`config.mk`:
```
export PLATFORM = sky130hd
export DESIGN_NAME = tdm_mux_demux
export DESIGN_NICKNAME = d
export VERILOG_FILES = /design/src/rtl/tdm_mux_demux.sv
export SDC_FILE = /design/constraint.sdc
export NUM_CORES = 1
export LEC_CHECK = 0
export BUFFER_PORTS_ARGS = -buffer_cell sky130_fd_sc_hd__buf_2
export CAP_MARGIN = 20
export CORE_AREA = 3 3 40 42
export CTS_BUF_LIST = sky130_fd_sc_hd__clkbuf_2 sky130_fd_sc_hd__clkbuf_4 sky130_fd_sc_hd__clkbuf_8
export CTS_CLUSTER_SIZE = 40
export DETAILED_ROUTE_END_ITERATION = 8
export DIE_AREA = 0 0 43 45
export PLACE_DENSITY = 0.53
export SYNTH_ARGS = -nofsm -noshare
export SYNTH_HDL_FRONTEND = slang
export SYNTH_SLANG_ARGS = --single-unit
```
`constraint.sdc`:
```
create_clock -name clk -period 1.62 [get_ports clk]
set_input_delay 0.243 -clock clk [delete_from_list [all_inputs] [get_ports clk]]
set_output_delay 0.243 -clock clk [all_outputs]
set_load 0.005 [all_outputs]
```
`src/rtl/tdm_mux_demux.sv`:
```
// Time-division multiplexer/demultiplexer: scans CANAIS channels onto one shared link and rebuilds them in registers.
// Optional build macro TDM_FRAME_CNT_EN adds an 8-bit completed-frame counter output n_quadros.
module tdm_mux_demux #(
    parameter int CANAIS  = 4,
    parameter int LARGURA = 1,
    parameter int SEL_W   = $clog2(CANAIS)
) (
    input  logic                        clk,
    input  logic                        rst,
    input  logic                        en,
    input  logic                        modo,
    input  logic [SEL_W-1:0]            S_manual,
    input  logic [CANAIS*LARGURA-1:0]   D,
    output logic [SEL_W-1:0]            S,
    output logic [LARGURA-1:0]          ligacao,
    output logic [CANAIS*LARGURA-1:0]   Y,
`ifdef TDM_FRAME_CNT_EN
    output logic [7:0]                  n_quadros,
`endif
    output logic                        quadro
);

    localparam logic [SEL_W-1:0] ULTIMO = SEL_W'(CANAIS - 1);

    logic             wrap;
    logic [SEL_W-1:0] s_next;

    // An out-of-range slot never matches any channel, so the link reads 0.
    always_comb begin
        ligacao = '0;
        for (int k = 0; k < CANAIS; k++) begin
            if (S == SEL_W'(k)) begin
                ligacao = D[k*LARGURA +: LARGURA];
            end
        end
    end

    assign wrap = !modo && (S == ULTIMO);

    // Any slot at or beyond the last one (including an invalid manual slot) restarts at 0.
    always_comb begin
        s_next = '0;
        if (modo) begin
            s_next = S_manual;
        end else if (S >= ULTIMO) begin
            s_next = '0;
        end else begin
            s_next = S + 1'b1;
        end
    end

    always_ff @(posedge clk or posedge rst) begin
        if (rst) begin
            S      <= '0;
            quadro <= 1'b0;
        end else if (en) begin
            S      <= s_next;
            quadro <= wrap;
        end else begin
            quadro <= 1'b0;
        end
    end

    always_ff @(posedge clk or posedge rst) begin
        if (rst) begin
            Y <= '0;
        end else if (en) begin
            for (int k = 0; k < CANAIS; k++) begin
                if (S == SEL_W'(k)) begin
                    Y[k*LARGURA +: LARGURA] <= ligacao;
                end
            end
        end
    end

`ifdef TDM_FRAME_CNT_EN
    always_ff @(posedge clk or posedge rst) begin
        if (rst) begin
            n_quadros <= 8'd0;
        end else if (en && wrap) begin
            n_quadros <= n_quadros + 8'd1;
        end
    end
`endif

endmodule
```
==> Word level (Yosys, flattened, before mapping) <==
Index checks and enable logic that the tools add are counted.
{ "totals": {"regBits": 7, "inputBits": 10, "output_inout_bits": 8, "wordCells": 25} }
{ "classes": {"add_sub_neg": 1, "magnitude_cmp": 1, "eq_ne": 3, "mux": 7, "reduce_logical": 7} }
{ "op_table": {"columns": ["operator", "n"], "rows": [
  ["AND reduction 2 bit", 4],
  ["two-way mux 1 bit", 5],
  ["equality test 2 bit, second input constant", 2],
  ["two-way mux 2 bit", 2],
  ["adder 2 x 1 -> 2 bit, second input constant", 1],
  ["equality test 2 x 1 -> 1 bit, second input constant", 1],
  ["greater-or-equal comparator 2 bit, second input constant", 1],
  ["logical NOT 2 bit", 1],
  ["logical AND 1 bit", 1],
  ["logical NOT 1 bit", 1]
]} }

==> Logic depth before layout (Yosys ltp) <==
Gate-level depths: netlist (run 1).
{ "logic_depth": {"ltp_word": 5, "mapped_depth": 5, "depth_no_buf": 5} }

==> Worst setup path after synthesis (run 1) <==
Ideal clock, no wire load.
{ "synth_timing": {"path_kind": "register to output", "from": "reg S[1]", "to": "out ligacao", "arrival_ns": 1.215, "required_time_ns": 1.377, "path_slack_ns": 0.162, "path_stages_with_launch": 6, "path_buffers": 0, "path_cell_list": "dfrtp_1 -> inv_1 -> ha_1 -> nand3b_1 -> a221o_1 -> nand2_1"} }
{ "synth_between": {"elab_chain_cells": 5, "elab_cells_between_ends": 8, "classes_between": "3 x eq/ne; 4 x mux; 1 x reduce/logical"} }
{ "synth_lines": {"columns": ["item", "line_no", "rtl"], "rows": [
  ["start: declaration", "14", "output logic [SEL_W-1:0] S,"],
  ["start signal: assignment", "57", "S <= s_next;"],
  ["logical NOT 2 bit", "32", "if (S == SEL_W'(k)) begin"],
  ["two-way mux 1 bit (3 in a row)", "32", null],
  ["two-way mux 1 bit (*)", "32", null],
  ["end: declaration", "15", "output logic [LARGURA-1:0] ligacao,"]
]} }
Every way passes the cells marked *; elsewhere a longest branch is shown, timed or not.

==> Final worst setup path (run 1) <==
{ "layout_timing": {"from": "reg S[0]", "to": "out ligacao"} }
Same word-level chain as after synthesis.

==> Flow_metrics.wiki, run 1 <==
{| class="wikitable"
! Metric !! Value
|-
| Clock latency on the worst-skew pair || 250 ps
|-
| Number of storage elements in the synthesis netlist || 7
|-
| Pin count of the biggest net entering global routing || 12
|-
| Synth cell types || 14
|-
| Synth Net Count || 52
|-
| Clock root buffer || sky130_fd_sc_hd__clkbuf_4
|-
| Row count || 13
|-
| Max VDD drop || 0.000473 V
|-
| Setup repair after global routing missed its margin || yes
|-
| Total gr overflow || 0
|-
| Biggest area contributors in the synthesized netlist || sky130_fd_sc_hd__dfrtp_1 (46%), sky130_fd_sc_hd__ha_1 (13%), sky130_fd_sc_hd__a21oi_1 (9.2%)
|-
| Starting Density || 29.5%
|-
| Max FO, Critical Path || 3
|-
| Wire length reported by the detailed router || 967 um
|-
| Initial antenna violation count || 0
|-
| Per-instance average area after synthesis || 9.98 sq um
|-
| Number of port buffers || 17
|-
| Critical Setup Path Class || flop to output port
|-
| Chip height || 45 um
|-
| Power per standard cell area || 1180 nW/um^2
|-
| Data arrival time of the worst path || 1520 ps
|-
| Shortest period the worst path allows || 1760 ps
|-
| Final #Nets || 82
|-
| Area growth syn-to-layout || 62.7%
|-
| Number of global-route vias before repair || 420
|-
| YS warnings || 0
|-
| Type of the worst min-delay path || primary input to flop
|-
| H-tree level count || 1
|-
| Register-to-register setup slack || 70 ps
|-
| Worst-case reg-to-reg path depth || 6
|-
| Final setup violation count || 1
|-
| Nature of the critical path endpoint || output port
|-
| Leakage dissipation || 0.312 nW
|-
| Total design power || 0.728 mW
|-
| Synth area leader || sky130_fd_sc_hd__dfrtp_1
|-
| Post-route setup TNS || -143 ps
|-
| Status || finished with violations
|-
| Clock Skew || 2.34 ps
|-
| Least-Margin Pin Slew || 253 ps
|-
| Area share of the largest cell type after synthesis || 46.2%
|-
| Share of the clock period used by the worst path || 109%
|-
| Number of diodes || 0
|-
| Number of top-level pins || 18
|-
| Upper clock frequency limit || 567 MHz
|-
| Remaining number of nets flagged by the antenna check after routing || 0
|-
| Failing checks || setup timing
|-
| Slew headroom || 83.1%
|-
| Overall via count from detail_route || 378
|-
| Area inside the core boundary || 1280 sq um
|-
| Full die area || 1940 sq um
|-
| Netlist Area Pre-Place || 379 sq um
|-
| Tot GR Track Use || 12.4%
|-
| Cells after synthesis || 38
|-
| Number of buffers inserted during clock tree synthesis || 3
|-
| CTS tree || yes
|-
| Clock transition at the registers of the reported paths || 50 ps
|-
| Data required time of the critical path || 1380 ps
|-
| Max-capacitance violation count || 0
|-
| Number of buffers on the longest clock path || 2
|-
| Clock sink count || 7
|-
| Fraction of final layout cells sized beyond drive strength 1 || 50.7%
|-
| Initial drt markers || 4
|-
| Worst Setup Slack, final || -143 ps
|-
| Final RePlAce weighted congestion || 0.716
|-
| Hold path depth || 2
|-
| Portion of the post-synthesis area used by sequential elements || 46.2%
|-
| Post-route DRC || 0
|-
| Sort of element at the start of the critical path || flop
|-
| Global-route wire length before repair || 1.73 mm
|-
| Final Hold Violating Endpoints || 0
|-
| Slew Limit Fails || 0
|-
| Count of fill cells added during filler insertion || 143
|-
| Number of iterations in the first detailed-routing pass || 4
|-
| Chip Width || 43 um
|-
| HPWL reported at the end of detailed placement || 727 um
|-
| Average wire per cell in the routed design || 11.8 um
|-
| Number of vias per cell || 4.61
|}
cell usage after synthesis:
| cell | instances |
|---|---|
| sky130_fd_sc_hd__a21oi_1 | 7 |
| sky130_fd_sc_hd__dfrtp_1 | 7 |
| sky130_fd_sc_hd__ha_1 | 4 |
| sky130_fd_sc_hd__inv_1 | 4 |
| sky130_fd_sc_hd__a41oi_1 | 3 |
| sky130_fd_sc_hd__nand2_1 | 3 |
| sky130_fd_sc_hd__nor2_1 | 3 |
| sky130_fd_sc_hd__a21o_1 | 1 |
| sky130_fd_sc_hd__a221o_1 | 1 |
| sky130_fd_sc_hd__clkbuf_1 | 1 |
| sky130_fd_sc_hd__mux2_1 | 1 |
| sky130_fd_sc_hd__mux2i_1 | 1 |
| sky130_fd_sc_hd__nand3b_1 | 1 |
| sky130_fd_sc_hd__nor3_1 | 1 |
metal layers:
| metal | track usage (%) | vias to the layer above | routed length [um] |
|---|---|---|---|
| met1 | 13.4 | 167 | 410 |
| met4 | 7.23 | 0 | 0 |
| met2 | 21.3 | 13 | 475 |
| li1 | - | 198 | - |
| met5 | 0 | - | 0 |
| met3 | 4.38 | 0 | 81 |
stage by stage:
| stage | worst slack (ps) | area [sq um] | utilization (%) | cells | hold WS (ps) |
|---|---|---|---|---|---|
| after global routing | -243 | 617 | 48.0 | 82 | 193 |
| after CTS | -154 | 607 | 47.2 | 82 | 189 |
| after detailed placement | 49.8 | 502 | 39.0 | 72 | 179 |
| final | -143 | 617 | 48.0 | 82 | 206 |
| after global placement | 79.7 | 502 | 39.0 | 72 | 183 |
| after floorplan | 162 | 379 | - | 38 | 46.4 |
repair_timing:
action / 4_1_cts / 5_1_grt
resized for setup: 7 / 1
hold buffers: 1 / 0
pin swaps: 3 / 2
hold endpoints to repair: 7 / 0
setup buffers: 5 / 0
endpoints found under the setup margin: 1 / 3
gates cloned: 0 / 0
flip-flops by register name, indices dropped and copies added (netlist names):
signal / cells
S: 2
quadro: 1
Y: 4
critical path: stages (launching register included):
cell	delay [ps]
sky130_fd_sc_hd__dfrtp_1	430
sky130_fd_sc_hd__inv_2	130
sky130_fd_sc_hd__ha_4	150
sky130_fd_sc_hd__nand3b_1	80
sky130_fd_sc_hd__a221o_1	330
sky130_fd_sc_hd__nand2_1	60
sky130_fd_sc_hd__buf_2	100
layout by cell type (no fill, tap or decap):
cell type	instances
sky130_fd_sc_hd__nor2_1	3
sky130_fd_sc_hd__ha_1	1
sky130_fd_sc_hd__nand3b_1	1
sky130_fd_sc_hd__a221o_1	1
sky130_fd_sc_hd__a21oi_1	7
sky130_fd_sc_hd__a41oi_1	3
sky130_fd_sc_hd__nor3_1	1
sky130_fd_sc_hd__a21o_1	1
sky130_fd_sc_hd__buf_2	17
sky130_fd_sc_hd__clkbuf_4	4
sky130_fd_sc_hd__dlygate4sd3_1	1
sky130_fd_sc_hd__buf_4	8
sky130_fd_sc_hd__inv_1	2
sky130_fd_sc_hd__dfrtp_1	7
sky130_fd_sc_hd__nand2_1	3
sky130_fd_sc_hd__mux2_1	1
sky130_fd_sc_hd__ha_4	3
sky130_fd_sc_hd__inv_2	2
sky130_fd_sc_hd__mux2i_1	1
logic make-up (layout without fill, tap and decap cells):
kind of cell | after synthesis | after routing | share of synthesized area [%]
muxes | 2 | 2 | 5.61
buffers and inverters | 5 | 34 | 4.95
and+or+nand+nor | 8 | 8 | 9.24
AOI/OAI and AO/OA | 12 | 12 | 20.8
DFF | 7 | 7 | 46.2
adders and majority gates | 4 | 4 | 13.2
power breakdown:
part / switching [mW] / total [mW] / internal, mW
Clock: 0.0587 / 0.169 / 0.110
Combinational: 0.134 / 0.298 / 0.164
Sequential: 0.0320 / 0.261 / 0.229
area by class of cell:
type	count	area, sq um	area share, %
Sequential cell	7	175	28.4
Tap cell	15	18.8	3.04
Inverter	4	15.0	2.43
Timing Repair Buffer	26	155	25.2
Multi-Input combinational cell	26	223	36.1
Clock buffer	4	30.0	4.87
path summary, 6_finish.rpt:
path | start | end
setup / recovery | S[0]$_DFFE_PP0P_ | ligacao
hold / removal | modo | quadro$_DFF_PP0_
setup reg to reg | S[0]$_DFFE_PP0P_ | Y[1]$_DFFE_PP0P_
hold reg to reg | Y[3]$_DFFE_PP0P_ | Y[3]$_DFFE_PP0P_
max in group asynchronous | rst | quadro$_DFF_PP0_
min in group asynchronous | rst | Y[3]$_DFFE_PP0P_
Power figures use the tool's default switching activity.
==> inputs of run 2 (changes only) <==
==> constraint.sdc (replaced) <==
create_clock -name clk -period 1.62 [get_ports clk]
set_input_delay 0.162 -clock clk [delete_from_list [all_inputs] [get_ports clk]]
set_output_delay 0.162 -clock clk [all_outputs]
set_load 0.005 [all_outputs]
==> run 2 against run 1 <==
Compared with the run above:
- the run still ends with setup timing left
- critical path depth stayed put
- die area stayed put
- hold slack worse by 90 ps
- first-iteration DRC count down 75%
- cell area shrank 1.8%
- setup slack improved by 90 ps
- clock power up 8%
- combinational power is 3% lower
- flip-flop and latch count did not move
- sequential share of layout area rose by 0.73 points
- routed wire length increased by 5.2%
- largest cell class unchanged
==> Flow_metrics.wiki, run 2 (synthesis results as in run 1) <==
{| class="wikitable"
! Metric !! Value
|-
| Status || finished with violations
|-
| Failing checks || setup timing
|-
| Shortest period the worst path allows || 1670 ps
|-
| Power per standard cell area || 1210 nW/um^2
|-
| Area after DPL || 479 sq um
|-
| Data arrival time of the worst path || 1510 ps
|-
| Number of buffers inserted during clock tree synthesis || 3
|-
| Chip height || 45 um
|-
| Number of iterations in the first detailed-routing pass || 4
|-
| Final RePlAce weighted congestion || 0.740
|-
| Most common library cell in the layout ignoring fill and taps || sky130_fd_sc_hd__buf_2
|-
| Switch share || 32.1%
|-
| Number of port buffers || 17
|-
| Cell count after placement || 69
|-
| Sort of element at the start of the critical path || flop
|-
| Pin count of the biggest net entering global routing || 12
|-
| Worst hold slack || 116 ps
|-
| Number of top-level pins || 18
|-
| H-tree level count || 1
|-
| Chip Width || 43 um
|-
| Upper clock frequency limit || 598 MHz
|-
| Share of the clock period used by the worst path || 103%
|-
| Clock Skew || 8.64 ps
|-
| Global-route wire length before repair || 1.77 mm
|-
| Type of the worst min-delay path || primary input to flop
|-
| Wire length reported by the detailed router || 1.02 mm
|-
| Average wire per cell in the routed design || 12.7 um
|-
| Slew headroom || 80.9%
|-
| Tot GR Track Use || 12.8%
|-
| Total design power || 0.734 mW
|-
| Initial antenna violation count || 0
|-
| Internal portion of total power || 0.498 mW
|-
| Final Hold Violating Endpoints || 0
|-
| Max-capacitance violation count || 0
|-
| Number of global-route vias before repair || 414
|-
| Final #Nets || 80
|-
| Remaining number of nets flagged by the antenna check after routing || 0
|-
| Number of diodes || 0
|-
| Fraction of final layout cells sized beyond drive strength 1 || 52.3%
|-
| Area growth syn-to-layout || 59.7%
|-
| Non-filler cells, final || 80
|-
| HPWL reported at the end of detailed placement || 712 um
|-
| Clock root buffer || sky130_fd_sc_hd__clkbuf_4
|-
| Row count || 13
|-
| Full die area || 1940 sq um
|-
| CTS tree || yes
|-
| Initial drt markers || 1
|-
| Total gr overflow || 0
|-
| Setup repair after global routing missed its margin || yes
|-
| Slew Limit Fails || 0
|-
| Number of buffers on the longest clock path || 2
|-
| Leakage dissipation || 0.299 nW
|-
| Post-route DRC || 0
|-
| Regs by FF count || Y: 4 flops, S: 2 flops, quadro: 1 flops
|-
| Clock sink count || 7
|-
| Starting Density || 29.5%
|-
| Design Area, Final || 606 sq um
|-
| Largest reg by FF count || Y
|-
| Proportion of power drawn by the clock network || 24.8%
|-
| Area inside the core boundary || 1280 sq um
|-
| Clock latency on the worst-skew pair || 260 ps
|-
| Max VDD drop || 0.000451 V
|-
| Worst Setup Slack, final || -52.8 ps
|-
| Most frequent cells in the layout || sky130_fd_sc_hd__buf_2 (17), sky130_fd_sc_hd__a21oi_1 (7), sky130_fd_sc_hd__dfrtp_1 (6), sky130_fd_sc_hd__buf_4 (6), sky130_fd_sc_hd__clkbuf_4 (4)
|-
| Final setup violation count || 1
|-
| Max FO, Critical Path || 4
|-
| Power dissipated by switching net loads || 0.236 mW
|-
| Fraction of power consumed by combinational cells || 39.5%
|-
| Data required time of the critical path || 1460 ps
|-
| Part of the power in registers || 35.7%
|-
| Number of flip-flops in the largest register || 4
|-
| Clock transition at the registers of the reported paths || 50 ps
|-
| Least-Margin Pin Slew || 286 ps
|-
| Number of vias per cell || 4.94
|-
| Overall via count from detail_route || 395
|-
| Nature of the critical path endpoint || output port
|-
| Critical Setup Path Class || flop to output port
|}
==> run 2: cell types whose count changed in the layout (fill, tap and decap cells not counted), sizes merged <==
| cell | change |
|---|---|
| buf | -2 |
==> run 2: per-stage QoR <==
step,setup TNS (ps),util (%),setup WS (ps)
global placement,0,37.3,119
floorplan,0,-,206
finish,-52.8,47.1,-52.8
detailed placement,0,37.3,89.5
CTS,-72.4,46.3,-72.4
global route,-216,47.1,-188
==> run 2: cell type report <==
class,instances,area (sq um)
fillers,135,679
multi-input cells,26,225
flip-flops and latches,7,176
well taps,15,18.8
inverters,4,15.0
repair buffers,24,140
clock buffers,4,30.0
==> run 2: path summary, 6_finish.rpt <==
check | start | to | slack [ps] | depth (start not counted)
max | S[0]$_DFFE_PP0P_ | ligacao | -50 | 6
max in group asynchronous | rst | S[0]$_DFFE_PP0P_ | 980 | 3
min in group asynchronous | rst | Y[3]$_DFFE_PP0P_ | 390 | 3
max reg2reg | S[0]$_DFFE_PP0P_ | Y[1]$_DFFE_PP0P_ | 60 | 6
min | modo | quadro$_DFF_PP0_ | 120 | 2
min reg2reg | Y[3]$_DFFE_PP0P_ | Y[3]$_DFFE_PP0P_ | 490 | 1
==> run 2: worst max-delay path: stages, from the launching register on <==
cell and delay [ps]:
sky130_fd_sc_hd__dfrtp_2 440, sky130_fd_sc_hd__inv_2 110, sky130_fd_sc_hd__ha_4 150, sky130_fd_sc_hd__nand3b_1 80, sky130_fd_sc_hd__a221o_1 320, sky130_fd_sc_hd__nand2_1 60
sky130_fd_sc_hd__buf_2 100
==> run 2: power groups by stage <==
| stage | combinational, mW | clock [mW] | sequential (mW) |
|---|---|---|---|
| finish | 0.290 | 0.182 | 0.262 |
| global route | 0.324 | 0.206 | 0.271 |
| CTS | 0.280 | 0.191 | 0.263 |
| detailed placement | 0.219 | 0 | 0.266 |
| global placement | 0.214 | 0 | 0.266 |
| floorplan | 0.115 | 0 | 0.269 |
==> run 2: repair_timing <==
item | 4_1_cts | 5_1_grt
gates resized for setup | 9 | 1
setup endpoints to repair | 1 | 3
hold buffers | 1 | 0
hold endpoints to repair | 7 | 0
pin swaps | 4 | 2
setup buffers | 6 | 0
==> run 2: per-layer routing <==
layer  track usage, %  vias to the layer above  share of wire [%]
met5                0                        -                  0
met3             7.57                        0                 12
met2             20.7                       21                 49
met4             5.42                        0                  0
li1                 -                      190                  -
met1             13.7                      184                 40
==> inputs of run 3 (changes only) <==
ABC_AREA = 1   (was unset)
CORE_AREA = 2 2 39 41   (was 3 3 40 42)
DIE_AREA = 0 0 41 43   (was 0 0 43 45)
PLACE_DENSITY = 0.54   (was 0.53)
==> run 3 against run 2 <==
Compared with the run above:
- the flow now finishes without violations
- clock power hardly changed
- register-to-register slack better by 340 ps
- critical path depth is 2 higher
- setup slack better by 130 ps
- combinational power is 26% lower
- global-route usage is 0.24 points higher
- maximum frequency is 8.5% higher
- clock skew is 7.9 ps lower
- sequential power is 3% lower
- critical endpoint unchanged
- highest routed layer is now met4
==> Flow_metrics.wiki, run 3 <==
{| class="wikitable"
! Metric !! Value
|-
| Status || finished clean
|-
| FF-to-FF Start || S[1]$_DFFE_PP0P_
|-
| Number of buffers on the longest clock path || 2
|-
| Final setup violation count || 0
|-
| Row count || 14
|-
| Starting Density || 28.3%
|-
| Number of flip-flops in the largest register || 4
|-
| H-tree level count || 1
|-
| Regs by FF count || Y: 4 flops, S: 2 flops, quadro: 1 flops
|-
| Number of global-route vias before repair || 379
|-
| Slowest CP cell || sky130_fd_sc_hd__dfrtp_2
|-
| Data arrival time of the worst path || 1380 ps
|-
| Wire length reported by the detailed router || 961 um
|-
| Data required time of the critical path || 1460 ps
|-
| Post-route DRC || 0
|-
| Initial antenna violation count || 0
|-
| Least-Margin Pin Slew || 286 ps
|-
| Biggest area contributors in the synthesized netlist || sky130_fd_sc_hd__dfrtp_1 (45%), sky130_fd_sc_hd__nand2_1 (17%), sky130_fd_sc_hd__ha_1 (13%)
|-
| Non-filler cells, final || 89
|-
| Synth cell types || 11
|-
| Leakage dissipation || 0.338 nW
|-
| Full die area || 1760 sq um
|-
| Worst hold slack || 106 ps
|-
| Number of flops mapped to enable cells by yosys || 0
|-
| Max-capacitance violation count || 0
|-
| Final RePlAce weighted congestion || 0.746
|-
| Most frequent cells in the layout || sky130_fd_sc_hd__nand2_1 (18), sky130_fd_sc_hd__buf_2 (17), sky130_fd_sc_hd__inv_1 (8)
|-
| Worst Setup Slack, final || 77.7 ps
|-
| Fraction of final layout cells sized beyond drive strength 1 || 42.5%
|-
| Critical Setup Path Class || flop to output port
|-
| Chip height || 43 um
|-
| Clock root buffer || sky130_fd_sc_hd__clkbuf_4
|-
| Commonest register cell after synthesis || sky130_fd_sc_hd__dfrtp_1
|-
| Worst-case reg-to-reg path depth || 9
|-
| Number of diodes || 0
|-
| Slew Limit Fails || 0
|-
| Power per standard cell area || 1100 nW/um^2
|-
| Clock transition at the registers of the reported paths || 60 ps
|-
| Delay of the slowest cell on the worst path || 440 ps
|-
| Critical-path cell list || inv_2 > ha_4 > inv_1 > nand3_1 > nand2_1 > nand2_1 > nand2_2 > buf_2
|-
| Chip Width || 41 um
|-
| Portion of the post-synthesis area used by sequential elements || 44.7%
|-
| Overall via count from detail_route || 390
|-
| Number of top-level pins || 18
|-
| Clock sink count || 7
|-
| Clock latency on the worst-skew pair || 250 ps
|-
| Largest reg by FF count || Y
|-
| Number of port buffers || 17
|-
| Share of flip-flops with an asynchronous set or reset || 100%
|-
| Area inside the core boundary || 1380 sq um
|-
| Per-instance average area after synthesis || 7.68 sq um
|-
| Upper clock frequency limit || 648 MHz
|-
| Share of the clock period used by the worst path || 95.2%
|-
| Commonest cells in the netlist || sky130_fd_sc_hd__nand2_1 (18), sky130_fd_sc_hd__inv_1 (10), sky130_fd_sc_hd__dfrtp_1 (7), sky130_fd_sc_hd__ha_1 (4)
|-
| Netlist Area Pre-Place || 392 sq um
|-
| Remaining number of nets flagged by the antenna check after routing || 0
|-
| Number of iterations in the first detailed-routing pass || 1
|-
| HPWL reported at the end of detailed placement || 727 um
|-
| Type of the worst min-delay path || primary input to flop
|-
| Number of post-CTS setup repair buffers || 0
|-
| Global-route wire length before repair || 1.49 mm
|-
| Number of storage elements in the synthesis netlist || 7
|-
| Launching element of the worst setup path || S[1]$_DFFE_PP0P_
|-
| Tot GR Track Use || 13.0%
|-
| Most frequent cell after synthesis || sky130_fd_sc_hd__nand2_1
|-
| Launch instance of the worst min-delay path || modo
|-
| Cell count after placement || 84
|-
| Number of buffers inserted during clock tree synthesis || 3
|-
| Pin count of the biggest net entering global routing || 8
|-
| Initial drt markers || 0
|-
| Final #Nets || 88
|-
| Hold path depth || 2
|-
| Setup slack at placement || 278 ps
|-
| Clock Skew || 0.773 ps
|-
| YS warnings || 0
|-
| Shortest period the worst path allows || 1540 ps
|-
| Total gr overflow || 0
|-
| Slew headroom || 80.9%
|-
| Area share of the largest cell type after synthesis || 44.7%
|-
| Area growth syn-to-layout || 49.8%
|-
| Average wire per cell in the routed design || 10.8 um
|-
| Final Hold Violating Endpoints || 0
|-
| Design Area, Final || 587 sq um
|-
| Most common library cell in the layout ignoring fill and taps || sky130_fd_sc_hd__nand2_1
|-
| Total design power || 0.648 mW
|-
| Number of vias per cell || 4.38
|-
| CTS tree || yes
|-
| Sort of element at the start of the critical path || flop
|-
| Synth Net Count || 65
|-
| Cells after synthesis || 51
|-
| Max VDD drop || 0.000367 V
|-
| Area after DPL || 497 sq um
|-
| Nature of the critical path endpoint || output port
|-
| Synth area leader || sky130_fd_sc_hd__dfrtp_1
|-
| Most used cell, CP || sky130_fd_sc_hd__nand2_1
|-
| Max FO, Critical Path || 4
|}
==> run 3: repair_timing <==
action / CTS / global route
hold endpoints to repair: 7 / 0
cloned: 0 / 0
gates resized for setup: 1 / 12
hold buffers: 1 / 0
setup endpoints to repair: 1 / 1
==> run 3: path summary, 6_finish.rpt <==
path                               endpoint  slack, ps
setup / recovery                    ligacao         80
hold / removal             quadro$_DFF_PP0_        110
setup reg to reg           Y[0]$_DFFE_PP0P_        400
hold reg to reg            Y[2]$_DFFE_PP0P_        470
max in group asynchronous  S[0]$_DFFE_PP0P_        990
min in group asynchronous  Y[0]$_DFFE_PP0P_        390
==> run 3: critical path, delay by kind of cell (launching register included) <==
| family | cells | cell delay, ps |
|---|---|---|
| fa+ha+maj | 1 | 160 |
| flops | 1 | 440 |
| buf+inv | 3 | 300 |
| simple gates | 4 | 230 |
==> run 3: cell type report <==
type / count / area (sq um)
well taps: 16 / 20.0
repair buffers: 18 / 95.1
multi-input cells: 34 / 224
fillers: 155 / 797
clock buffers: 4 / 30.0
inverters: 10 / 40.0
flip-flops and latches: 7 / 178
==> run 3: metrics by stage <==
step                      setup TNS (ps)  util, %
after floorplan                        0        -
after global placement                 0     35.9
after detailed placement               0     35.9
after CTS                              0     39.0
after global routing               -13.9     42.4
final                                  0     42.4
==> run 3: cell families (layout without fill, tap and decap cells) <==
| kind of cell | Yosys count | count (layout) | synth area share (%) |
|---|---|---|---|
| and+or+nand+nor | 23 | 23 | 23.0 |
| buffers and inverters | 10 | 32 | 9.59 |
| DFF | 7 | 7 | 44.7 |
| adders and majority gates | 4 | 4 | 12.8 |
| AOI/OAI and AO/OA | 7 | 7 | 9.90 |
==> run 3: per-layer routing <==
metal	part of all wire [%]	GRT usage [%]
met1	42	14.5
met2	50	20.0
met3	5.9	3.14
met4	1.5	10.0
met5	0	0
==> run 3: power by group <==
part           switching, mW  total [mW]  internal (mW)
clock network         0.0684       0.179          0.111
logic                  0.112       0.214          0.102
registers             0.0314       0.254          0.223
